## config.mk

```make
export PLATFORM = sky130hd
export DESIGN_NAME = pcpi_fabric_ctrl_flat
export DESIGN_NICKNAME = d
export VERILOG_FILES = /design/src/rtl/pcpi_fabric_ctrl_if.sv /design/src/rtl/pcpi_fabric_ctrl.sv /design/src/flat_wrapper.sv
export SDC_FILE = /design/constraint.sdc
export NUM_CORES = 1
export LEC_CHECK = 0
export CAP_MARGIN = 20
export CORE_MARGIN = 10
export CORE_UTILIZATION = 48
export CTS_CLUSTER_DIAMETER = 150
export DETAILED_ROUTE_END_ITERATION = 10
export GPL_ROUTABILITY_DRIVEN = 0
export PLACE_DENSITY = 0.79
export SYNTH_ARGS = -nofsm -noshare
export SYNTH_HDL_FRONTEND = slang
export SYNTH_SLANG_ARGS = --single-unit
```

## constraint.sdc

```tcl
create_clock -name clk -period 2.57 [get_ports clk]
set_input_delay 0.257 -clock clk [delete_from_list [all_inputs] [get_ports clk]]
set_output_delay 0.257 -clock clk [all_outputs]
set_load 0.02 [all_outputs]
```

## src/rtl/pcpi_fabric_ctrl_if.sv

```systemverilog
// PCPI handshake plus fabric configuration/execution pins for pcpi_fabric_ctrl.
// slave is the controller's view; master is the CPU/fabric side.
interface pcpi_fabric_ctrl_if #(
    parameter int CFG_HEIGHT = 64
);
    logic                  pcpi_valid;
    logic [31:0]           pcpi_insn;
    logic [31:0]           pcpi_rs1;
    logic [31:0]           pcpi_rs2;
    logic                  pcpi_wr;
    logic [31:0]           pcpi_rd;
    logic                  pcpi_wait;
    logic                  pcpi_ready;
    logic                  fab_shift;
    logic [CFG_HEIGHT-1:0] fab_cdata;
    logic                  fab_valid;
    logic [31:0]           fab_rs1;
    logic [31:0]           fab_rs2;
    logic [31:0]           fab_rd;

    modport slave (
        input  pcpi_valid, pcpi_insn, pcpi_rs1, pcpi_rs2, fab_rd,
        output pcpi_wr, pcpi_rd, pcpi_wait, pcpi_ready,
               fab_shift, fab_cdata, fab_valid, fab_rs1, fab_rs2
    );

    modport master (
        output pcpi_valid, pcpi_insn, pcpi_rs1, pcpi_rs2, fab_rd,
        input  pcpi_wr, pcpi_rd, pcpi_wait, pcpi_ready,
               fab_shift, fab_cdata, fab_valid, fab_rs1, fab_rs2
    );
endinterface

```

## src/rtl/pcpi_fabric_ctrl.sv

```systemverilog
// PCPI coprocessor front end: packs CPU words into fabric configuration columns
// and runs fixed-window fabric evaluations, returning the result to the CPU.
module pcpi_fabric_ctrl #(
    parameter int         CFG_HEIGHT  = 64,
    parameter int         NUM_COLS    = 16,
    parameter int         EVAL_CYCLES = 2,
    parameter logic [6:0] OPCODE      = 7'b0001011
) (
    input logic clk,
    input logic rst,
    pcpi_fabric_ctrl_if.slave bus
);
    localparam int W   = (CFG_HEIGHT + 31) / 32;
    localparam int WIW = (W > 1) ? $clog2(W) : 1;
    localparam int ECW = (EVAL_CYCLES > 1) ? $clog2(EVAL_CYCLES) : 1;
    localparam logic [15:0]    COLS_MAX = 16'(NUM_COLS);
    localparam logic [WIW-1:0] LAST_WORD = WIW'(W - 1);
    localparam logic [ECW-1:0] EVAL_LAST = ECW'(EVAL_CYCLES - 1);

    typedef enum logic [2:0] {IDLE, BUSY, SHIFT, EVAL, DONE, DRAIN} state_t;
    typedef enum logic [1:0] {OP_PUSH, OP_CLEAR, OP_EXEC, OP_STATUS} op_t;

    state_t                state;
    op_t                   op;
    logic [31:0]           rs1_q;
    logic [31:0]           rs2_q;
    logic [WIW-1:0]        word_idx;
    logic [15:0]           col_count;
    logic                  configured;
    logic [CFG_HEIGHT-1:0] col_buf;
    logic [ECW-1:0]        eval_cnt;

    logic                  match;
    logic [W*32-1:0]       buf_wide;
    logic [W*32-1:0]       buf_merged;
    logic [CFG_HEIGHT-1:0] buf_next;
    logic [15:0]           cols_inc;

    // funct7 in {0..3} means the upper five funct7 bits are zero.
    assign match = bus.pcpi_valid && (bus.pcpi_insn[6:0] == OPCODE)
                   && (bus.pcpi_insn[31:27] == 5'd0);

    assign cols_inc = (col_count < COLS_MAX) ? col_count + 16'd1 : col_count;

    // Word slot merge; bits beyond CFG_HEIGHT fall off in the truncation.
    always_comb begin
        buf_wide = '0;
        buf_wide[CFG_HEIGHT-1:0] = col_buf;
        buf_merged = buf_wide;
        for (int i = 0; i < W; i++) begin
            if (WIW'(i) == word_idx) buf_merged[32*i +: 32] = rs1_q;
        end
        buf_next = buf_merged[CFG_HEIGHT-1:0];
    end

    always_ff @(posedge clk or negedge rst) begin
        if (!rst) begin
            state          <= IDLE;
            op             <= OP_PUSH;
            rs1_q          <= '0;
            rs2_q          <= '0;
            word_idx       <= '0;
            col_count      <= '0;
            configured     <= 1'b0;
            col_buf        <= '0;
            eval_cnt       <= '0;
            bus.pcpi_wr    <= 1'b0;
            bus.pcpi_rd    <= '0;
            bus.pcpi_wait  <= 1'b0;
            bus.pcpi_ready <= 1'b0;
            bus.fab_shift  <= 1'b0;
            bus.fab_cdata  <= '0;
            bus.fab_valid  <= 1'b0;
            bus.fab_rs1    <= '0;
            bus.fab_rs2    <= '0;
        end else begin
            case (state)
                IDLE: begin
                    if (match) begin
                        op            <= op_t'(bus.pcpi_insn[26:25]);
                        rs1_q         <= bus.pcpi_rs1;
                        rs2_q         <= bus.pcpi_rs2;
                        bus.pcpi_wait <= 1'b1;
                        state         <= BUSY;
                    end
                end
                BUSY: begin
                    case (op)
                        OP_PUSH: begin
                            if (configured) begin
                                bus.pcpi_rd    <= 32'd1;
                                bus.pcpi_wr    <= 1'b0;
                                bus.pcpi_ready <= 1'b1;
                                bus.pcpi_wait  <= 1'b0;
                                state          <= DONE;
                            end else if (word_idx == LAST_WORD) begin
                                col_buf       <= buf_next;
                                word_idx      <= '0;
                                bus.fab_shift <= 1'b1;
                                bus.fab_cdata <= buf_next;
                                state         <= SHIFT;
                            end else begin
                                col_buf        <= buf_next;
                                word_idx       <= word_idx + 1'b1;
                                bus.pcpi_rd    <= '0;
                                bus.pcpi_wr    <= 1'b0;
                                bus.pcpi_ready <= 1'b1;
                                bus.pcpi_wait  <= 1'b0;
                                state          <= DONE;
                            end
                        end
                        OP_CLEAR: begin
                            word_idx       <= '0;
                            col_count      <= '0;
                            configured     <= 1'b0;
                            col_buf        <= '0;
                            bus.pcpi_rd    <= '0;
                            bus.pcpi_wr    <= 1'b0;
                            bus.pcpi_ready <= 1'b1;
                            bus.pcpi_wait  <= 1'b0;
                            state          <= DONE;
                        end
                        OP_EXEC: begin
                            if (!configured) begin
                                bus.pcpi_rd    <= 32'hFFFF_FFFF;
                                bus.pcpi_wr    <= 1'b1;
                                bus.pcpi_ready <= 1'b1;
                                bus.pcpi_wait  <= 1'b0;
                                state          <= DONE;
                            end else begin
                                bus.fab_rs1   <= rs1_q;
                                bus.fab_rs2   <= rs2_q;
                                bus.fab_valid <= 1'b1;
                                eval_cnt      <= EVAL_LAST;
                                state         <= EVAL;
                            end
                        end
                        OP_STATUS: begin
                            bus.pcpi_rd    <= {configured, 15'd0, col_count};
                            bus.pcpi_wr    <= 1'b1;
                            bus.pcpi_ready <= 1'b1;
                            bus.pcpi_wait  <= 1'b0;
                            state          <= DONE;
                        end
                        default: state <= IDLE;
                    endcase
                end
                SHIFT: begin
                    bus.fab_shift  <= 1'b0;
                    col_count      <= cols_inc;
                    configured     <= (cols_inc == COLS_MAX);
                    bus.pcpi_rd    <= '0;
                    bus.pcpi_wr    <= 1'b0;
                    bus.pcpi_ready <= 1'b1;
                    bus.pcpi_wait  <= 1'b0;
                    state          <= DONE;
                end
                EVAL: begin
                    // Result is taken in the final cycle of the window.
                    if (eval_cnt == '0) begin
                        bus.fab_valid  <= 1'b0;
                        bus.pcpi_rd    <= bus.fab_rd;
                        bus.pcpi_wr    <= 1'b1;
                        bus.pcpi_ready <= 1'b1;
                        bus.pcpi_wait  <= 1'b0;
                        state          <= DONE;
                    end else begin
                        eval_cnt <= eval_cnt - 1'b1;
                    end
                end
                DONE: begin
                    bus.pcpi_ready <= 1'b0;
                    bus.pcpi_wr    <= 1'b0;
                    bus.pcpi_rd    <= '0;
                    state          <= DRAIN;
                end
                DRAIN: begin
                    // Wait for the CPU to retire the instruction before re-arming.
                    if (!bus.pcpi_valid) state <= IDLE;
                end
                default: state <= IDLE;
            endcase
        end
    end
endmodule

```

## src/flat_wrapper.sv

```systemverilog
// flat-port wrapper written by rule: the top's interface ports become plain ports
module pcpi_fabric_ctrl_flat 
#(
    parameter int         CFG_HEIGHT  = 64,
    parameter int         NUM_COLS    = 16,
    parameter int         EVAL_CYCLES = 2,
    parameter logic [6:0] OPCODE      = 7'b0001011
)
  (clk, rst, bus_pcpi_valid, bus_pcpi_insn, bus_pcpi_rs1, bus_pcpi_rs2, bus_fab_rd, bus_pcpi_wr, bus_pcpi_rd, bus_pcpi_wait, bus_pcpi_ready, bus_fab_shift, bus_fab_cdata, bus_fab_valid, bus_fab_rs1, bus_fab_rs2);
  pcpi_fabric_ctrl_if #(.CFG_HEIGHT(CFG_HEIGHT)) bus_i ();
  input logic clk;
  input logic rst;
  input wire logic [$bits(bus_i.pcpi_valid)-1:0] bus_pcpi_valid;
  input wire logic [$bits(bus_i.pcpi_insn)-1:0] bus_pcpi_insn;
  input wire logic [$bits(bus_i.pcpi_rs1)-1:0] bus_pcpi_rs1;
  input wire logic [$bits(bus_i.pcpi_rs2)-1:0] bus_pcpi_rs2;
  input wire logic [$bits(bus_i.fab_rd)-1:0] bus_fab_rd;
  output wire logic [$bits(bus_i.pcpi_wr)-1:0] bus_pcpi_wr;
  output wire logic [$bits(bus_i.pcpi_rd)-1:0] bus_pcpi_rd;
  output wire logic [$bits(bus_i.pcpi_wait)-1:0] bus_pcpi_wait;
  output wire logic [$bits(bus_i.pcpi_ready)-1:0] bus_pcpi_ready;
  output wire logic [$bits(bus_i.fab_shift)-1:0] bus_fab_shift;
  output wire logic [$bits(bus_i.fab_cdata)-1:0] bus_fab_cdata;
  output wire logic [$bits(bus_i.fab_valid)-1:0] bus_fab_valid;
  output wire logic [$bits(bus_i.fab_rs1)-1:0] bus_fab_rs1;
  output wire logic [$bits(bus_i.fab_rs2)-1:0] bus_fab_rs2;
  assign bus_i.pcpi_valid = bus_pcpi_valid;
  assign bus_i.pcpi_insn = bus_pcpi_insn;
  assign bus_i.pcpi_rs1 = bus_pcpi_rs1;
  assign bus_i.pcpi_rs2 = bus_pcpi_rs2;
  assign bus_i.fab_rd = bus_fab_rd;
  assign bus_pcpi_wr = bus_i.pcpi_wr;
  assign bus_pcpi_rd = bus_i.pcpi_rd;
  assign bus_pcpi_wait = bus_i.pcpi_wait;
  assign bus_pcpi_ready = bus_i.pcpi_ready;
  assign bus_fab_shift = bus_i.fab_shift;
  assign bus_fab_cdata = bus_i.fab_cdata;
  assign bus_fab_valid = bus_i.fab_valid;
  assign bus_fab_rs1 = bus_i.fab_rs1;
  assign bus_fab_rs2 = bus_i.fab_rs2;
  pcpi_fabric_ctrl #(.CFG_HEIGHT(CFG_HEIGHT), .NUM_COLS(NUM_COLS), .EVAL_CYCLES(EVAL_CYCLES), .OPCODE(OPCODE)) u_core (.clk(clk), .rst(rst), .bus(bus_i));
endmodule
```

# After elaboration in Yosys (flattened, before gate mapping)
# Cells that the tools add are included.
totals:
  reg_bits: 317
  latch_bits: 0
  ramBits: 0
  rom_bits: 0
  out_inout_bits: 165
  wordCells: 120
  memories: 0
classes:
  add_sub_neg: 3
  mul: 0
  div: 0
  n_lt_le_gt_ge: 1
  eq_ne: 22
  shift: 0
  muxes: 50
  n_bitwise: 1
  reduce_logical: 25
op_table:
  columns: ["operator", "n"]
  rows:
  - ["32-bit two-way mux", 6]
  - ["32-bit one-hot mux with 4 select lines", 1]
  - ["64-bit one-hot mux with 2 select lines", 1]
  - ["32-bit one-hot mux with 3 select lines", 1]
  - ["64-bit two-way mux", 1]
  - ["16-bit two-way mux", 2]
  - ["16-bit one-hot mux with 2 select lines", 1]
  - ["4-bit AND reduction", 5]
  - ["1-bit two-way mux", 18]
  - ["3-bit two-way mux", 6]
  - ["3-bit one-hot mux with 6 select lines", 1]
  - ["16-bit by 1-bit adder with 16-bit output, second input constant", 1]
  - ["16-bit by 5-bit equality test with 1-bit output, second input constant", 1]
  - ["16-bit by 5-bit less-than comparator with 1-bit output, second input constant", 1]
  - ["2-bit != test, second input constant", 6]
  - ["1-bit one-hot mux with 4 select lines", 3]
  - ["3-bit AND reduction", 4]
  - ["1-bit one-hot mux with 2 select lines", 5]
  - ["1-bit one-hot mux with 3 select lines", 3]
  - ["3-bit one-hot mux with 3 select lines", 1]
  - ["2-bit by 1-bit != test with 1-bit output, second input constant", 4]
  - ["4-bit nonzero test", 2]
  - ["7-bit by 4-bit equality test with 1-bit output, second input constant", 1]
  - ["3-bit by 2-bit equality test with 1-bit output, second input constant", 2]
  - ["18 further kinds", 25]

# Depth between registers and ports, before layout
# Gate-level depths: netlist of run 1.
logic_depth:
  depth_word: 5
  depth_mapped: 9

# Worst setup path before layout of run 1
# OpenSTA, ideal clock, no wires.
synth_timing:
  path_type: "input -> register"
  start: "input port bus_pcpi_insn[27]"
  end: "register u_core.op[1]"
  arrival_time_ns: 1.985
  t_required_ns: 2.443
  setup_slack_ns: 0.458
  cell_stages: 7
  path_buffers: 2
  path_cell_list: "or4_1 nor4b_1 nand4_1 nor3_2 buf_6 buf_8 mux2_1"
synth_via:
  elab_chain_len: 3
synth_rtl:
  columns: ["item", "line", "text"]
  rows:
  - ["start: declaration", "flat_wrapper.sv:14", "input wire logic [$bits(bus_i.pcpi_insn)-1:0] bus_pcpi_insn;"]
  - ["5-bit zero test", "pcpi_fabric_ctrl.sv:41", "&& (bus.pcpi_insn[31:27] == 5'd0);"]
  - ["1-bit logical AND", "pcpi_fabric_ctrl.sv:41", null]
  - ["2-bit AND reduction (no source line)", null, null]
  - ["end signal: assignment", "pcpi_fabric_ctrl.sv:80", "op <= op_t'(bus.pcpi_insn[26:25]);"]
  - ["end: declaration", "pcpi_fabric_ctrl.sv:24", "op_t op;"]
# Every way passes these cells.
# A chain may end at the register's enable or synchronous reset.

# Worst setup path in the final report of run 1
layout_timing:
  start: "register u_core.state[2]"
  end: "register u_core.bus.pcpi_rd[16]"
layout_via:
  elab_chain_len: 4
  word_cells_on_any_way: 11
  classes_between: "eq/ne: 7; mux: 1; reduce/logical: 3"
layout_rtl:
  columns: ["item", "line", "text"]
  rows:
  - ["start: declaration", "pcpi_fabric_ctrl.sv:23", "state_t state;"]
  - ["start signal: assignment", "pcpi_fabric_ctrl.sv:58", "state <= IDLE;"]
  - ["start signal: assignment", "pcpi_fabric_ctrl.sv:84", "state <= BUSY;"]
  - ["start signal: assignment", "pcpi_fabric_ctrl.sv:95", "state <= DONE;"]
  - ["3-bit by 2-bit equality test with 1-bit output / 3-bit equality test (equally long branches)", "pcpi_fabric_ctrl.sv:77", "case (state)"]
  - ["2-bit OR reduction (no source line)", null, null]
  - ["3-bit nonzero test (no source line)", null, null]
  - ["4-bit AND reduction (no source line)", null, null]
  - ["end signal: assignment", "pcpi_fabric_ctrl.sv:139", "bus.pcpi_rd <= {configured, 15'd0, col_count};"]
  - ["end signal: assignment", "pcpi_fabric_ctrl.sv:162", "bus.pcpi_rd <= bus.fab_rd;"]
  - ["end: declaration", "pcpi_fabric_ctrl_if.sv:23", "output pcpi_wr, pcpi_rd, pcpi_wait, pcpi_ready,"]
# Parallel ways exist; a longest one is shown, timed or not.

==> results of run 1 <==
-- repair_timing --
action                                 4_1_cts  5_1_grt
hold buffers                                 1        0
setup buffers                                0        0
setup endpoints to repair                    0       16
endpoints found under the hold margin       54        0
gates resized for setup                      0        1
-- power by group --
part	total (mW)	internal, mW	switching [mW]
Sequential	5.10	4.85	0.246
Clock	4.39	2.69	1.70
Combinational	3.02	1.21	1.81
-- flip-flops by register name, summed over array words and instances (netlist names), 2 cells and up --
name                  count
u_core.bus.fab_rs1       32
u_core.buf_wide          32
u_core.bus.fab_cdata     64
u_core.bus.pcpi_rd       32
u_core.col_count         16
u_core.state              3
u_core.rs2_q             32
u_core.op                 2
u_core.rs1_q             32
u_core.bus.fab_rs2       32
-- path summary, 6_finish.rpt --
path,from,endpoint,depth (start not counted)
setup reg to reg,u_core.state[2],u_core.bus.pcpi_rd[16],5
hold reg to reg,u_core.buf_wide[1],u_core.bus.fab_cdata[1],2
setup / recovery,u_core.state[2],u_core.bus.pcpi_rd[16],5
min in group clk,bus_fab_rd[31],u_core.bus.pcpi_rd[31],3
max in group asynchronous,rst,u_core.bus.fab_rs1[30],4
hold / removal,rst,u_core.bus.pcpi_rd[7],2
-- cell type report --
class	instances	area [um2]	share of cell area [%]
flip-flops and latches	285	7130	46.5
clock inverters	9	145	0.947
inverters	6	22.5	0.147
repair buffers	307	3110	20.3
diodes	1	2.50	0.0163
clock buffers	43	858	5.60
multi-input cells	577	3710	24.2
well taps	285	357	2.33
-- per-stage QoR --
step / hold WS [ns] / instance area, um2 / setup TNS (ns) / worst slack (ns)
floorplan: -0.0386 / 11100 / 0 / 0.458
CTS: 0.255 / 15300 / 0 / 0.104
global placement: 0.232 / 14300 / -6.63 / -0.132
detailed placement: 0.232 / 14300 / -8.72 / -0.163
global route: 0.288 / 15300 / 0 / 0.0619
finish: 0.258 / 15300 / 0 / 0.312
-- metal layers --
metal / vias to the layer above / global-route usage (%) / share of wire, %
met5: - / 0 / 0
met4: 0 / 4.61 / 1.9
met3: 40 / 5.18 / 7.4
met2: 239 / 32.1 / 48
met1: 4043 / 25.6 / 42
li1: 3714 / - / -
-- cell families after synthesis --
| logic type | count (synthesis) | synth area share [%] |
|---|---|---|
| AND/OR/NAND/NOR | 315 | 12.0 |
| flip-flops | 285 | 64.2 |
| multiplexers | 131 | 13.3 |
| AO/OA/AOI/OAI | 129 | 7.54 |
| buffers and inverters | 65 | 2.86 |
| XOR/XNOR | 1 | 0.0788 |
| adder cells (fa/ha/maj) | 1 | 0.113 |
-- synth_stat cells, drive strengths merged (3+ instances only) --
cell / n / share of area, %
and3: 3 / 0.17
nand2: 221 / 7.5
nand3: 6 / 0.27
a22oi: 3 / 0.20
o21ai: 26 / 1.2
a21oi: 38 / 1.7
clkbuf: 36 / 1.2
mux2: 131 / 13
nor3: 5 / 0.27
and2: 14 / 0.79
a31oi: 18 / 1.0
inv: 6 / 0.20
nor2: 43 / 1.5
dfrtp: 285 / 64
nor2b: 5 / 0.28
buf: 23 / 1.4
nor4: 3 / 0.23
a22o: 33 / 2.6
-- critical path, cell delays in order (launching register included) --
cell	delay (ns)
dfrtp_1	0.48
nor3b_1	0.23
nor3b_4	0.56
and2_1	0.60
a21oi_1	0.09
a21oi_1	0.20
==> results.cfg, run 1 <==
[status]
status = completed

[power_and_ir_drop]
powerDensity_nw_per_um2 = 816
p_leak_nw = 7.37
power_mw = 12.5
peakVddDrop_mv = 0.508

[yosys]
ys.flop_type = dfrtp_1
synth-edff-count = 0
async_reset_ff_share_pct = 100
ys_ff_latch = 285
ys_seq_area_share_pct = 64.2
synth_area_um2 = 11100
syn_inst = 927
synthesis.nets = 1059
synth_warnings = 0
synth_area_per_cell_um2 = 12.0
yosysUniqueCellTypes = 49

[floorplan]
num_rows = 55
start_util_pct = 48.9
die_area_um2 = 29600
die_w_um = 172
ios = 296
die_h_um = 172
coreArea_um2 = 22700

[clock_network]
clockBufferDepth = 3
clk_latency_ns = 0.53
root_buffer = clkbuf_16
cts_inserted_buffers = 29
h-tree-depth = 1
path_clk_slew_ns = 0.06
cts.sinks = 285
cts_tree = done

[timing]
period_needed_ns = 2.26
fin_crit_sh_pct = 87.8
final-hold-violation-count = 0
finClkSkew_ns = 0.0149
rsz0062_at_grt = false
tightest_slew_ns = 0.773
max_clock_freq_mhz = 443
slew_headroom_pct = 48.5
setup_violations = 0
drv_slew = 0

[drt]
wl_um = 29700
drtIter0Drc = 605
route.antenna.remaining_nets = 0
drc = 0
via_count = 8036
avgViaCountPerCell = 5.31
detail_route.wl_per_cell_um = 19.6
dr.pass1.iters = 5

[final_layout]
mostFrequentLayoutCells = 285 x dfrtp_1, 276 x clkdlybuf4s50_1, 221 x nand2_1, 91 x mux2_2, 42 x nor2_1
layout_commonest_cell = dfrtp_1
area_delta_synth_final_pct = 37.9
final_util_pct = 67.5
layout-drive-gt1-share_pct = 14.4
instances_no_fill = 1513
finalNetCount = 1338
nFillCells = 1667

[setup_path]
critPathKind = reg -> reg
cp.arrival_ns = 2.70
r2r_setup_slack_ns = 0.31
crit_required_ns = 3.01
crit_fanout = 19
crit_path_end_kind = flip-flop
critPathLaunchType = flip-flop

[grt]
grt_max_degree = 67
grt.overflow.total = 0
grt_usage_pct = 19.6
grt_pass1_vias = 8281
grt_pass1_wl_um = 46500
antenna_found_initial = 1

[min_path]
holdCritPathClass = in -> async

[place]
dp_hpwl_um = 20500
numPortBuffers = 277
placedCellCount = 1459

[job]
cap_violations = 0
(Power assumes the default switching activity.)
==> inputs of run 2 (changes only) <==
PLACE_DENSITY = unset   (was 0.79)
PLACE_DENSITY_LB_ADDON = 0.3   (was unset)
==> run 2 against run 1 <==
Against the previous run: first-iteration DRC count decreased by 10%; clock power decreased by 2%; total power decreased by 1.3%; fmax decreased by 0.32%; sequential power increased by 1%; critical path depth increased by 1; largest cell class unchanged.
==> results.cfg, run 2 (synthesis results as in run 1) <==
[final_layout]
mostFrequentLayoutCells = 285 x dfrtp_1, 276 x clkdlybuf4s50_1, 221 x nand2_1, 91 x mux2_2, 42 x nor2_1
layout-drive-gt1-share_pct = 14.4
fin_area_um2 = 15300
regArea_um2 = 7130
multi_input_area_um2 = 3700
layout_commonest_cell = dfrtp_1
top_register = u_core.bus.fab_cdata
area_delta_synth_final_pct = 37.6
largest_reg_flops = 64
finalNetCount = 1333
nFillCells = 1655

[timing]
setup_violations = 0
drv_slew = 0
tightest_slew_ns = 0.740
period_needed_ns = 2.26
fin_crit_sh_pct = 88.1
rsz0062_at_grt = false
final-hold-violation-count = 0
slew_headroom_pct = 50.7
tns_ns = 0
max_clock_freq_mhz = 442
fin_ws_ns = 0.305
finClkSkew_ns = 0.0106

[setup_path]
critPathLaunchType = flip-flop
crit_slowest_cell = dfrtp_1
crit_fanout = 66
crit_chain = or3b_1 > a211o_1 > a41o_2 > buf_4 > nor2_1 > a31oi_1
cpPeakStageDelay_ns = 0.51
worstRegToRegCells = 6
cp.arrival_ns = 2.64
crit_path_end_kind = flip-flop
crit_required_ns = 2.95
r2r_setup_slack_ns = 0.31
critPathKind = reg -> reg

[job]
cap_violations = 0

[place]
pre_cts_slack_ns = -0.211
numPortBuffers = 277
place_area_um2 = 14300
dp_hpwl_um = 20000

[power_and_ir_drop]
powerDensity_nw_per_um2 = 808
pwr-share-comb_pct = 23.6
switching_share_pct = 30.6
p_leak_nw = 7.35
switchingPower_mw = 3.78
power_frac_clock_pct = 34.8
seqPwrFrac_pct = 41.6
peakVddDrop_mv = 0.502
intPower_mw = 8.57

[status]
status = completed

[floorplan]
die_area_um2 = 29600
coreArea_um2 = 22700
num_rows = 55
start_util_pct = 48.9
ios = 296
die_h_um = 172
die_w_um = 172

[clock_network]
clk_latency_ns = 0.54
clockBufferDepth = 3
hold_buffers = 1
path_clk_slew_ns = 0.06
root_buffer = clkbuf_16
cts_inserted_buffers = 30
h-tree-depth = 1
cts_tree = done
ctsResizeCount = 0
cts.sinks = 285
postCtsSetupBuffers = 0

[min_path]
holdCritPathClass = in -> async

[drt]
drc = 0
wl_um = 29300
dr.pass1.iters = 5
via_count = 7929
detail_route.wl_per_cell_um = 19.4
avgViaCountPerCell = 5.25
drtIter0Drc = 544
route.antenna.remaining_nets = 0

[grt]
grt_pass1_wl_um = 45900
grt_max_degree = 79
grt_pass1_vias = 8326
antenna_found_initial = 2
grt_usage_pct = 19.3
grt.overflow.total = 0
## run 2: final cells by class
class,count,share of cell area (%)
clock buffers,45,6.01
inverters,6,0.147
repair buffers,301,20.1
clock inverters,11,0.581
multi-input cells,577,24.2
flip-flops and latches,285,46.6
diodes,1,0.0164
well taps,285,2.33
## run 2: power groups by stage
stage / Combinational [mW] / Sequential, mW / Clock [mW]
2_1_floorplan: 1.38 / 5.45 / 0
3_3_place_gp: 2.88 / 5.20 / 0
3_5_place_dp: 2.93 / 5.21 / 0
4_1_cts: 2.94 / 5.14 / 4.40
5_1_grt: 3.18 / 5.19 / 4.59
6_report: 2.91 / 5.15 / 4.30
## run 2: path summary, 6_finish.rpt
kind,from,to
setup / recovery,u_core.configured,u_core.bus.pcpi_rd[9]
hold / removal,rst,u_core.rs2_q[7]
setup reg to reg,u_core.configured,u_core.bus.pcpi_rd[9]
hold reg to reg,u_core.buf_wide[31],u_core.bus.fab_cdata[31]
max in group asynchronous,rst,u_core.rs1_q[6]
min in group clk,bus_fab_rd[8],u_core.bus.pcpi_rd[8]
## run 2: critical path, delay by kind of cell (launching register included)
kind | cells | cell delay, ns
AND/OR/NAND/NOR | 2 | 0.58
flip-flops | 1 | 0.51
AO/OA/AOI/OAI | 3 | 0.69
buffers and inverters | 1 | 0.31
## run 2: metrics by stage
| step | power [mW] | util, % | hold slack [ns] | std cells |
|---|---|---|---|---|
| floorplan | 6.83 | - | -0.0386 | 927 |
| finish | 12.4 | 67.3 | 0.260 | 1511 |
| global placement | 8.07 | 62.9 | 0.237 | 1453 |
| global route | 13.0 | 67.3 | 0.282 | 1511 |
| CTS | 12.5 | 67.3 | 0.258 | 1510 |
| detailed placement | 8.14 | 62.9 | 0.241 | 1453 |
## run 2: layer usage
metal	share of wire (%)	GRT usage, %	vias to the layer above
li1	-	-	3698
met1	42	24.4	3953
met2	48	32.1	230
met5	0.044	0	-
met3	7.4	5.18	46
met4	2.3	5.36	2
==> inputs of run 3 (changes only) <==
CORE_UTILIZATION = 62   (was 48)
DONT_BUFFER_PORTS = 1   (was unset)
clock period = 2.3 ns   (was 2.57 ns; I/O delays follow)
==> run 3 against run 2 <==
Against the previous run: the flow now finishes with violations (hold timing); setup slack worse by 0.0068 ns; sequential share of layout area up 6.8 points; count of clock-buffer cells in the layout down 1; die area down 20%; critical path depth unchanged; global-route usage up 3.8 points; fmax up 13%; core utilization up 9.3 points; combinational power down 26%; critical path type unchanged; critical endpoint is now u_core.bus.pcpi_rd[8].
==> results.cfg, run 3 (synthesis results as in run 1) <==
[status]
status = finished, violations left
violations = hold timing

[clock_network]
path_clk_slew_ns = 0.06
h-tree-depth = 1
root_buffer = clkbuf_16
hold_buffers = 97
clockBufferDepth = 3
cts.sinks = 285
cts_inserted_buffers = 28
postCtsSetupBuffers = 0
clk_latency_ns = 0.52
cts_tree = done

[final_layout]
layout_commonest_cell = dfrtp_1
multi_input_area_um2 = 3700
top_register = u_core.bus.fab_cdata
largest_reg_flops = 64
fin_area_um2 = 13300
area_delta_synth_final_pct = 20.0
finalNetCount = 1148
mostFrequentLayoutCells = 285 x dfrtp_1, 221 x nand2_1, 97 x dlygate4sd3_1, 91 x mux2_2, 42 x nor2_1
instances_no_fill = 1266
nFillCells = 1029
regArea_um2 = 7130
layout-drive-gt1-share_pct = 16.3

[timing]
max_clock_freq_mhz = 500
slew_headroom_pct = 54.2
finClkSkew_ns = 0.00757
fin_crit_sh_pct = 87.0
tightest_slew_ns = 0.688
fin_ws_ns = 0.298
holdWs_ns = -0.593
period_needed_ns = 2.00
final-hold-violation-count = 285
rsz0062_at_grt = false
drv_slew = 0
tns_ns = 0
setup_violations = 0

[grt]
grt.overflow.total = 0
grt_max_degree = 286
antenna_found_initial = 4
grt_pass1_vias = 7851
grt_usage_pct = 23.1
grt_pass1_wl_um = 45000

[power_and_ir_drop]
p_leak_nw = 6.70
peakVddDrop_mv = 1.05
power_mw = 13.0
powerDensity_nw_per_um2 = 977

[place]
placedCellCount = 1114
pre_cts_slack_ns = -0.00839
dp_hpwl_um = 17500
place_area_um2 = 11400
numPortBuffers = 0

[drt]
via_count = 7452
drc = 0
detail_route.wl_per_cell_um = 22.2
wl_um = 28100
avgViaCountPerCell = 5.89
dr.pass1.iters = 5
route.antenna.remaining_nets = 0
drtIter0Drc = 444

[setup_path]
critPathKind = reg -> reg
crit_slowest_cell = dfrtp_1
cp_num_buf_inv = 1
critPathLaunchType = flip-flop
crit_fanout = 66
cp.arrival_ns = 2.39
path_depth = 6
crit_family = compound AO/OA/AOI/OAI gates
crit_path_end_kind = flip-flop
cpPeakStageDelay_ns = 0.42
crit_chain = or3b_1 > a211o_1 > a41o_2 > buf_12 > nor2_1 > a31oi_1
worstRegToRegCells = 6
crit_required_ns = 2.68

[floorplan]
die_w_um = 154
die_area_um2 = 23700
start_util_pct = 63.8
ios = 296
die_h_um = 154
coreArea_um2 = 17400
num_rows = 48

[job]
cap_violations = 0

[min_path]
holdCritPathClass = in -> async
==> run 3: final cells by class <==
class	count	area share, %
flip-flops and latches	285	53.5
inverters	6	0.169
repair buffers	118	9.12
clock buffers	44	6.61
multi-input cells	577	27.8
well taps	225	2.11
clock inverters	7	0.685
diodes	4	0.0750
==> run 3: per-stage QoR <==
step	util (%)	hold WS (ns)
floorplan	-	-0.0656
CTS	76.5	-0.616
global placement	65.3	-0.0568
finish	76.6	-0.593
global route	76.6	-0.620
detailed placement	65.3	-0.0552
==> run 3: what timing repair did <==
item,4_1_cts,5_1_grt
setup endpoints to repair,0,7
resized for setup,0,1
endpoints found under the hold margin,382,285
==> run 3: worst register-to-register path: cells and delay by family (launching register included) <==
| kind | cells | cell delay [ns] |
|---|---|---|
| AOI/OAI and AO/OA | 3 | 0.72 |
| and+or+nand+nor | 2 | 0.54 |
| DFF | 1 | 0.42 |
| buffers and inverters | 1 | 0.19 |
==> run 3: layer usage <==
layer  track usage, %  share of wire [%]  vias up
met3             6.72                7.8       56
met1             28.8                 39     3794
met2             38.3                 50      275
li1                 -                  -     3327
met5                0                  0        -
met4             7.02                2.8        0
==> run 3: worst paths after layout <==
kind	start	endpoint	slack (ns)
max	u_core.configured	u_core.bus.pcpi_rd[8]	0.30
min	rst	u_core.rs2_q[19]	-0.59
max reg2reg	u_core.configured	u_core.bus.pcpi_rd[8]	0.30
min reg2reg	u_core.buf_wide[12]	u_core.bus.fab_cdata[12]	0.47
max in group asynchronous	rst	u_core.state[1]	2.31
min in group clk	bus_pcpi_valid	u_core.state[2]	0.05
==> run 3: power by group <==
part | internal (mW) | switching (mW)
Combinational | 0.796 | 1.36
Clock | 2.85 | 1.84
Sequential | 5.42 | 0.775
